`src/rtl/seg7_scan_ctrl.sv`:
```
// Four-digit common-anode 7-segment scanner. It shows {tag, data} as four hex digits,
// with a one-cycle blank between digits and optional leading-zero blanking on digit 3.
module seg7_scan_ctrl #(
  parameter int REFRESH_DIV = 50000,
  parameter int DIV_WIDTH   = 16
) (
  input  logic       clk,
  input  logic       rst,
  input  logic [7:0] d_in,
  input  logic [7:0] tag_in,
  input  logic       load,
  input  logic       blank_lz,
  output logic [3:0] an,
  output logic [6:0] seg,
  output logic       dp
);

  localparam logic [DIV_WIDTH-1:0] DIV_LAST = DIV_WIDTH'(REFRESH_DIV - 1);

  logic [15:0]          disp_reg;
  logic [DIV_WIDTH-1:0] prescaler;
  logic [1:0]           scan_idx;
  logic                 blank_q;
  logic                 tick;

  logic [3:0] nibble;
  logic [3:0] an_next;
  logic [6:0] seg_next;
  logic       dp_next;

  // Active-low segment pattern {g,f,e,d,c,b,a} for one hex nibble.
  function automatic logic [6:0] hex_to_seg(input logic [3:0] v);
    case (v)
      4'h0:    return 7'b1000000;
      4'h1:    return 7'b1111001;
      4'h2:    return 7'b0100100;
      4'h3:    return 7'b0110000;
      4'h4:    return 7'b0011001;
      4'h5:    return 7'b0010010;
      4'h6:    return 7'b0000010;
      4'h7:    return 7'b1111000;
      4'h8:    return 7'b0000000;
      4'h9:    return 7'b0010000;
      4'hA:    return 7'b0001000;
      4'hB:    return 7'b0000011;
      4'hC:    return 7'b1000110;
      4'hD:    return 7'b0100001;
      4'hE:    return 7'b0000110;
      default: return 7'b0001110;
    endcase
  endfunction

  assign tick   = (prescaler == DIV_LAST);
  assign nibble = disp_reg[{scan_idx, 2'b00} +: 4];

  // NOTE: every output of this block gets a default first, so no path leaves it unassigned and no latch is inferred.
  always_comb begin
    an_next  = 4'b1111;
    seg_next = 7'b1111111;
    dp_next  = 1'b1;
    if (!blank_q) begin
      an_next  = ~(4'b0001 << scan_idx);
      seg_next = hex_to_seg(nibble);
      dp_next  = (scan_idx != 2'd2);
      if (scan_idx == 2'd3 && blank_lz && nibble == 4'h0)
        seg_next = 7'b1111111;
    end
  end

  // NOTE: state uses non-blocking assignments, so each register samples the pre-edge values of the others.
  always_ff @(posedge clk or negedge rst) begin
    if (!rst) begin
      disp_reg  <= 16'h0000;
      prescaler <= '0;
      scan_idx  <= 2'd0;
      blank_q   <= 1'b0;
      an        <= 4'b1111;
      seg       <= 7'b1111111;
      dp        <= 1'b1;
    end else begin
      if (load)
        disp_reg <= {tag_in, d_in};
      prescaler <= tick ? '0 : prescaler + 1'b1;
      if (tick)
        scan_idx <= scan_idx + 2'd1;
      // The digit change and the blank gap are both triggered by tick, so the new digit appears after exactly one dark cycle.
      blank_q <= tick;
      an      <= an_next;
      seg     <= seg_next;
      dp      <= dp_next;
    end
  end

endmodule

```
`config.mk`:
```
export PLATFORM = sky130hd
export DESIGN_NAME = seg7_scan_ctrl
export DESIGN_NICKNAME = d
export VERILOG_FILES = /design/src/rtl/seg7_scan_ctrl.sv
export SDC_FILE = /design/constraint.sdc
export NUM_CORES = 1
export LEC_CHECK = 0
export CORE_ASPECT_RATIO = 1.4
export CORE_MARGIN = 2
export CORE_UTILIZATION = 25
export CTS_BUF_LIST = sky130_fd_sc_hd__clkbuf_4
export DETAILED_ROUTE_END_ITERATION = 10
export GPL_TIMING_DRIVEN = 0
export PLACE_DENSITY = 0.49
export SETUP_SLACK_MARGIN = 0.15
export SYNTH_ARGS = -nofsm -noshare
export SYNTH_HDL_FRONTEND = slang
export SYNTH_SLANG_ARGS = --single-unit
```
`constraint.sdc`:
```
create_clock -name clk -period 2.86 [get_ports clk]
set_input_delay 0.286 -clock clk [delete_from_list [all_inputs] [get_ports clk]]
set_output_delay 0.286 -clock clk [all_outputs]
set_load 0.1 [all_outputs]
```
==> flow_metrics.tcl, run 1 <==
set metrics [dict create \
    ios 32 \
    start_util 0.254 \
    setup_viol 0 \
    drv_slew 0 \
    avgSynthCellArea_um2 12.1 \
    nFillCells 953 \
    wl_per_cell_um 12.1 \
    die_area_um2 9860 \
    syn-instance-count 187 \
    path_class "flop to output pin" \
    num_vias 1460 \
    synth_mux_area_frac 0.160 \
    irDropWorstVdd_v 0.000196 \
    stdcell_area_um2 2780 \
    clock_sinks 46 \
    synth_xor_area_frac 0.0541 \
    rows 41 \
    syn_area_um2 2270 \
    yosysSeqAreaShare 0.514 \
    route.detailed.drc 0 \
    worst_ep_required_time_ns 2.57 \
    coreArea_um2 8930 \
    slew_headroom 0.353 \
    nets 257 \
    min_path_type "input pin to async pin" \
    cts_max_level 2 \
    cts_tree "yes" \
    clk_latency_ns 0.36 \
    die_y_um 117 \
    finalPower_mw 1.34 \
    fin_tns_setup_ns 0 \
    die_width_um 84.5 \
    rsz0062_at_grt "false" \
    fin_skew_ns 0.00621 \
    cap_violations 0 \
    synth_top_family_by_area "multiplexers" \
    cp-start-kind "flop" \
    worstMarginPinSlew_ns 0.968 \
    synth_warnings 0 \
    dp_hpwl_um 3110 \
    r2r-start "scan_idx[0]" \
    final_cell_mix "35 x dfrtp_1, 29 x clkdlybuf4s50_1, 18 x mux2_2" \
    drt_iter0_drc 32 \
    fmax_ghz 0.416 \
    clk_pin_slew_worst_paths_ns 0.14 \
    antenna_found_initial 0 \
    cp-end-kind "output pin" \
    cp.arrival_ns 2.12 \
    vias_per_cell 4.37 \
    cts_max_path_buffers 2 \
    yosys.area_share.simple 0.127 \
    area_growth_pct 22.6 \
    insertedDiodeCount 0 \
    place_congestion 0.741 \
    grt_pass1_wl_um 6980 \
    async_reset_ff_frac 1.00 \
    final_common_cell "dfrtp_1" \
    synthFlopType "dfrtp_1" \
    cp_max_fo 2 \
    cts_made_buffers 5 \
    outcome "finished clean" \
    grt.total_usage 0.0892 \
    cp-startpoint "an[2]" \
    drive_above_1_share 0.233 \
    dr.pass1.iters 2 \
    ys_ff_latch 46 \
    synth_cell_types 37 \
    placed_area_um2 2720 \
    ant_nets 0 \
    synth_fp_nets 218 \
    power.density_nw_per_um2 483 \
    p_leak_nw 1.18 \
    finalCriticalPeriod_ns 2.40 \
    cts_root_buf "clkbuf_4" \
    synth_compound_gate_area_share 0.0590 \
    grt_max_degree 34 \
    synth_edf_count 0 \
    grt_pass1_vias 1491 \
    wirelength_um 4060 \
    grt.overflow.total 0 \
    hold_viol 0 \
    port_buffers 30 \
    min_period_over_period 0.840 \
    synth_fa_ha_area_frac 0.0607 \
]
==> per-stage QoR <==
| step | std cells | util | setup slack (ns) | hold slack, ns |
|---|---|---|---|---|
| floorplan | 187 | - | 0.890 | -0.00959 |
| global placement | 324 | 0.303 | 0.165 | 0.485 |
| detailed placement | 325 | 0.304 | 0.598 | 0.213 |
| CTS | 334 | 0.312 | 0.432 | 0.330 |
| global route | 334 | 0.312 | 0.403 | 0.363 |
| finish | 334 | 0.312 | 0.458 | 0.337 |
==> path summary, 6_finish.rpt <==
| kind | to | slack (ns) | depth (start not counted) |
|---|---|---|---|
| worst max-delay path | an[2] | 0.46 | 2 |
| min in group clk | disp_reg[6] | 0.41 | 2 |
| worst min-delay path | disp_reg[9] | 0.34 | 2 |
| worst max register to register | seg[0] | 0.56 | 7 |
| max in group asynchronous | an[0] | 1.98 | 3 |
| worst min register to register | prescaler[0] | 0.50 | 1 |
==> layer usage <==
layer | wire [um] | vias to the layer above | global-route usage | share of wire
met5 | 0 | - | 0 | 0
met4 | 71 | 0 | 0.0444 | 0.018
li1 | - | 724 | - | -
met2 | 2050 | 28 | 0.157 | 0.50
met1 | 1800 | 704 | 0.105 | 0.44
met3 | 138 | 4 | 0.0148 | 0.034
==> cell usage after synthesis, drive strengths merged, types with 5 or more instances <==
cell type | number | area share
dfrtp | 35 | 0.39
dfstp | 11 | 0.13
ha | 11 | 0.061
inv | 5 | 0.0083
mux2 | 21 | 0.11
mux2i | 5 | 0.028
nand2 | 12 | 0.020
nand2b | 5 | 0.014
nand3 | 9 | 0.020
nor2 | 16 | 0.026
o21ai | 5 | 0.011
xnor2 | 6 | 0.023
xor2 | 8 | 0.031
==> area by class of cell <==
type                    count  area [um2]  area share
plain buffers               7        38.8      0.0139
clock buffers               5        37.5      0.0135
clock inverters             3        16.3     0.00585
inverters                   5        18.8     0.00675
multi-input cells         129        1050       0.376
flip-flops and latches     46        1160       0.419
well taps                 107         134      0.0481
repair buffers             32         325       0.117
==> timing repair <==
item | 4_1_cts | 5_1_grt
resized for setup | 0 | 0
buffers inserted | 0 | 0
endpoints found under the hold margin | 4 | 0
hold buffers | 1 | 0
==> kinds of logic after synthesis <==
group                      Yosys count
and+or+nand+nor                     59
DFF                                 46
muxes                               28
AOI/OAI and AO/OA                   17
xor gates and xnor gates            14
buffers and inverters               12
adders and majority gates           11
==> where the power goes <==
part / switching, mW / total [mW] / internal, mW / leakage [nW]
combinational: 0.209 / 0.323 / 0.114 / 0.595
sequential: 0.0150 / 0.716 / 0.701 / 0.553
clock: 0.214 / 0.305 / 0.0918 / 0.0286
total: 0.437 / 1.34 / 0.906 / 1.18
==> worst max-delay path, cell delays in order (launching register included) <==
cell,delay (ns)
dfstp_2,0.55
buf_4,0.09
clkdlybuf4s50_1,1.11
Note: power is estimated with default switching activity, not from simulation.
==> inputs of run 2 (changes only) <==
--- a/config.mk
+++ b/config.mk
@@ -11,7 +11,7 @@
 export CTS_BUF_LIST = sky130_fd_sc_hd__clkbuf_4
 export DETAILED_ROUTE_END_ITERATION = 10
 export GPL_TIMING_DRIVEN = 0
-export PLACE_DENSITY = 0.49
+export PLACE_DENSITY = 0.5
 export SETUP_SLACK_MARGIN = 0.15
 export SYNTH_ARGS = -nofsm -noshare
 export SYNTH_HDL_FRONTEND = slang
==> constraint.sdc (replaced) <==
create_clock -name clk -period 2.2 [get_ports clk]
set_input_delay 0.22 -clock clk [delete_from_list [all_inputs] [get_ports clk]]
set_output_delay 0.22 -clock clk [all_outputs]
set_load 0.1 [all_outputs]
==> flow_metrics.tcl, run 2 (synthesized netlist as in run 1, its figures left out) <==
set metrics [dict create \
    p_leak_nw 1.22 \
    cts_made_buffers 5 \
    die_width_um 84.5 \
    critPathSlowestCell "dlygate4sd2_1" \
    cp_cell_sequence "dlygate4sd2_1" \
    setup_ws_ns 0.238 \
    wirelength_um 4130 \
    ios 32 \
    place_congestion 0.697 \
    num_vias 1487 \
    fin_skew_ns 0.00309 \
    path_class "flop to output pin" \
    dp_hpwl_um 3060 \
    cp.arrival_ns 1.74 \
    cp-start-kind "flop" \
    grt_max_degree 32 \
    clk_latency_ns 0.35 \
    grt_pass1_vias 1512 \
    grt.total_usage 0.0909 \
    final_cell_mix "34 x dfrtp_1, 18 x mux2_2, 17 x clkdlybuf4s50_1" \
    worst_ep_required_time_ns 1.98 \
    area_growth_pct 24.9 \
    instances_no_fill 339 \
    critPathMaxStageDelay_ns 0.85 \
    irDropWorstVdd_v 0.000236 \
    min_path_type "input pin to async pin" \
    rsz0062_at_grt "true" \
    power.density_nw_per_um2 665 \
    cap_violations 0 \
    die_area_um2 9860 \
    start_util 0.254 \
    clock_sinks 46 \
    stdcell_area_um2 2830 \
    placed_area_um2 2720 \
    die_y_um 117 \
    cts_tree "yes" \
    dp_slack_ns -0.0474 \
    port_buffers 30 \
    nets 261 \
    grt.overflow.total 0 \
    drt_iter0_drc 101 \
    outcome "finished clean" \
    finalCriticalPeriod_ns 1.96 \
    dr.pass1.iters 4 \
    drive_above_1_share 0.286 \
    cts_max_level 2 \
    fmax_ghz 0.510 \
    ant_nets 0 \
    finalPower_mw 1.88 \
    grt_pass1_wl_um 7110 \
    dp.cells 325 \
    cp_max_fo 2 \
    cp-end-kind "output pin" \
    cts_root_buf "clkbuf_4" \
    cts_max_path_buffers 2 \
    hold_viol 0 \
    worstMarginPinSlew_ns 0.959 \
    route.detailed.drc 0 \
    vias_per_cell 4.39 \
    wl_per_cell_um 12.2 \
    coreArea_um2 8930 \
    nFillCells 938 \
    final_common_cell "dfrtp_1" \
    cp_top_family "buffers and inverters" \
    drv_slew 0 \
    rows 41 \
    setup_viol 0 \
    antenna_found_initial 0 \
    slew_headroom 0.363 \
    final_util 0.317 \
    min_period_over_period 0.892 \
    clk_pin_slew_worst_paths_ns 0.13 \
    path_buf_inv 1 \
]
## run 2: cell types whose count changed in the layout (fill, tap and decap cells not counted), moves of 2 or more
cell             delta
clkdlybuf4s50_1    -12
dlygate4sd2_1      +11
buf_4               +4
clkbuf_4            +2
ha_1                -2
inv_1               -2
inv_2               +2
mux4_1              -2
mux4_2              +2
## run 2: worst register-to-register path, cell delays in order, from the launching register on
cell     delay (ns)
dfrtp_2        0.44
mux4_2         0.59
buf_4          0.17
ha_2           0.22
mux2i_1        0.16
a21oi_1        0.09
a21oi_1        0.15
o21ai_1        0.09
## run 2: repair_timing
action                     4_1_cts  5_1_grt
pin swaps                        0        1
hold buffers                     1        0
setup endpoints to repair       19        2
hold endpoints to repair         4        0
resized for setup               16        6
cloned                           0        0
setup buffers                    1        3
## run 2: path summary, 6_finish.rpt
| kind | startpoint | endpoint | slack, ns | cells after the start |
|---|---|---|---|---|
| min in group clk | load | disp_reg[6] | 0.34 | 2 |
| worst min-delay path | rst | disp_reg[0] | 0.30 | 2 |
| worst max-delay path | an[2] | dp | 0.24 | 1 |
| max in group asynchronous | rst | scan_idx[0] | 1.40 | 3 |
| worst max register to register | scan_idx[0] | seg[0] | 0.24 | 7 |
| worst min register to register | prescaler[0] | prescaler[0] | 0.49 | 1 |
## run 2: layer usage
metal	wire length (um)	up-vias	track usage
met5	0	-	0
met3	117	5	0.0177
met2	2020	24	0.154
met4	77	0	0.0413
li1	-	734	-
met1	1910	724	0.112
## run 2: cell type report
class                      instances  area [um2]  area share
sequential                        46        1170       0.412
multi-input combinational        129        1050       0.372
timing repair buffer              36         337       0.119
tap                              107         134      0.0473
clock buffer                       7        52.6      0.0186
buffer                             7        38.8      0.0137
clock inverter                     1        30.0      0.0106
inverter                           5        18.8     0.00663
antenna                            1        2.50    0.000883
## run 2: stage by stage
step | hold WS (ns) | TNS [ns]
final | 0.297 | 0
after global routing | 0.300 | 0
after CTS | 0.286 | 0
after detailed placement | 0.163 | -0.0474
after global placement | 0.475 | -14.81
after floorplan | -0.0756 | 0
## run 2: report_power, final
group          leakage [nW]  internal, mW  total [mW]  switching, mW
Combinational         0.620         0.142       0.417          0.275
Clock                0.0463         0.266       0.536          0.270
Sequential            0.552         0.911       0.931         0.0202
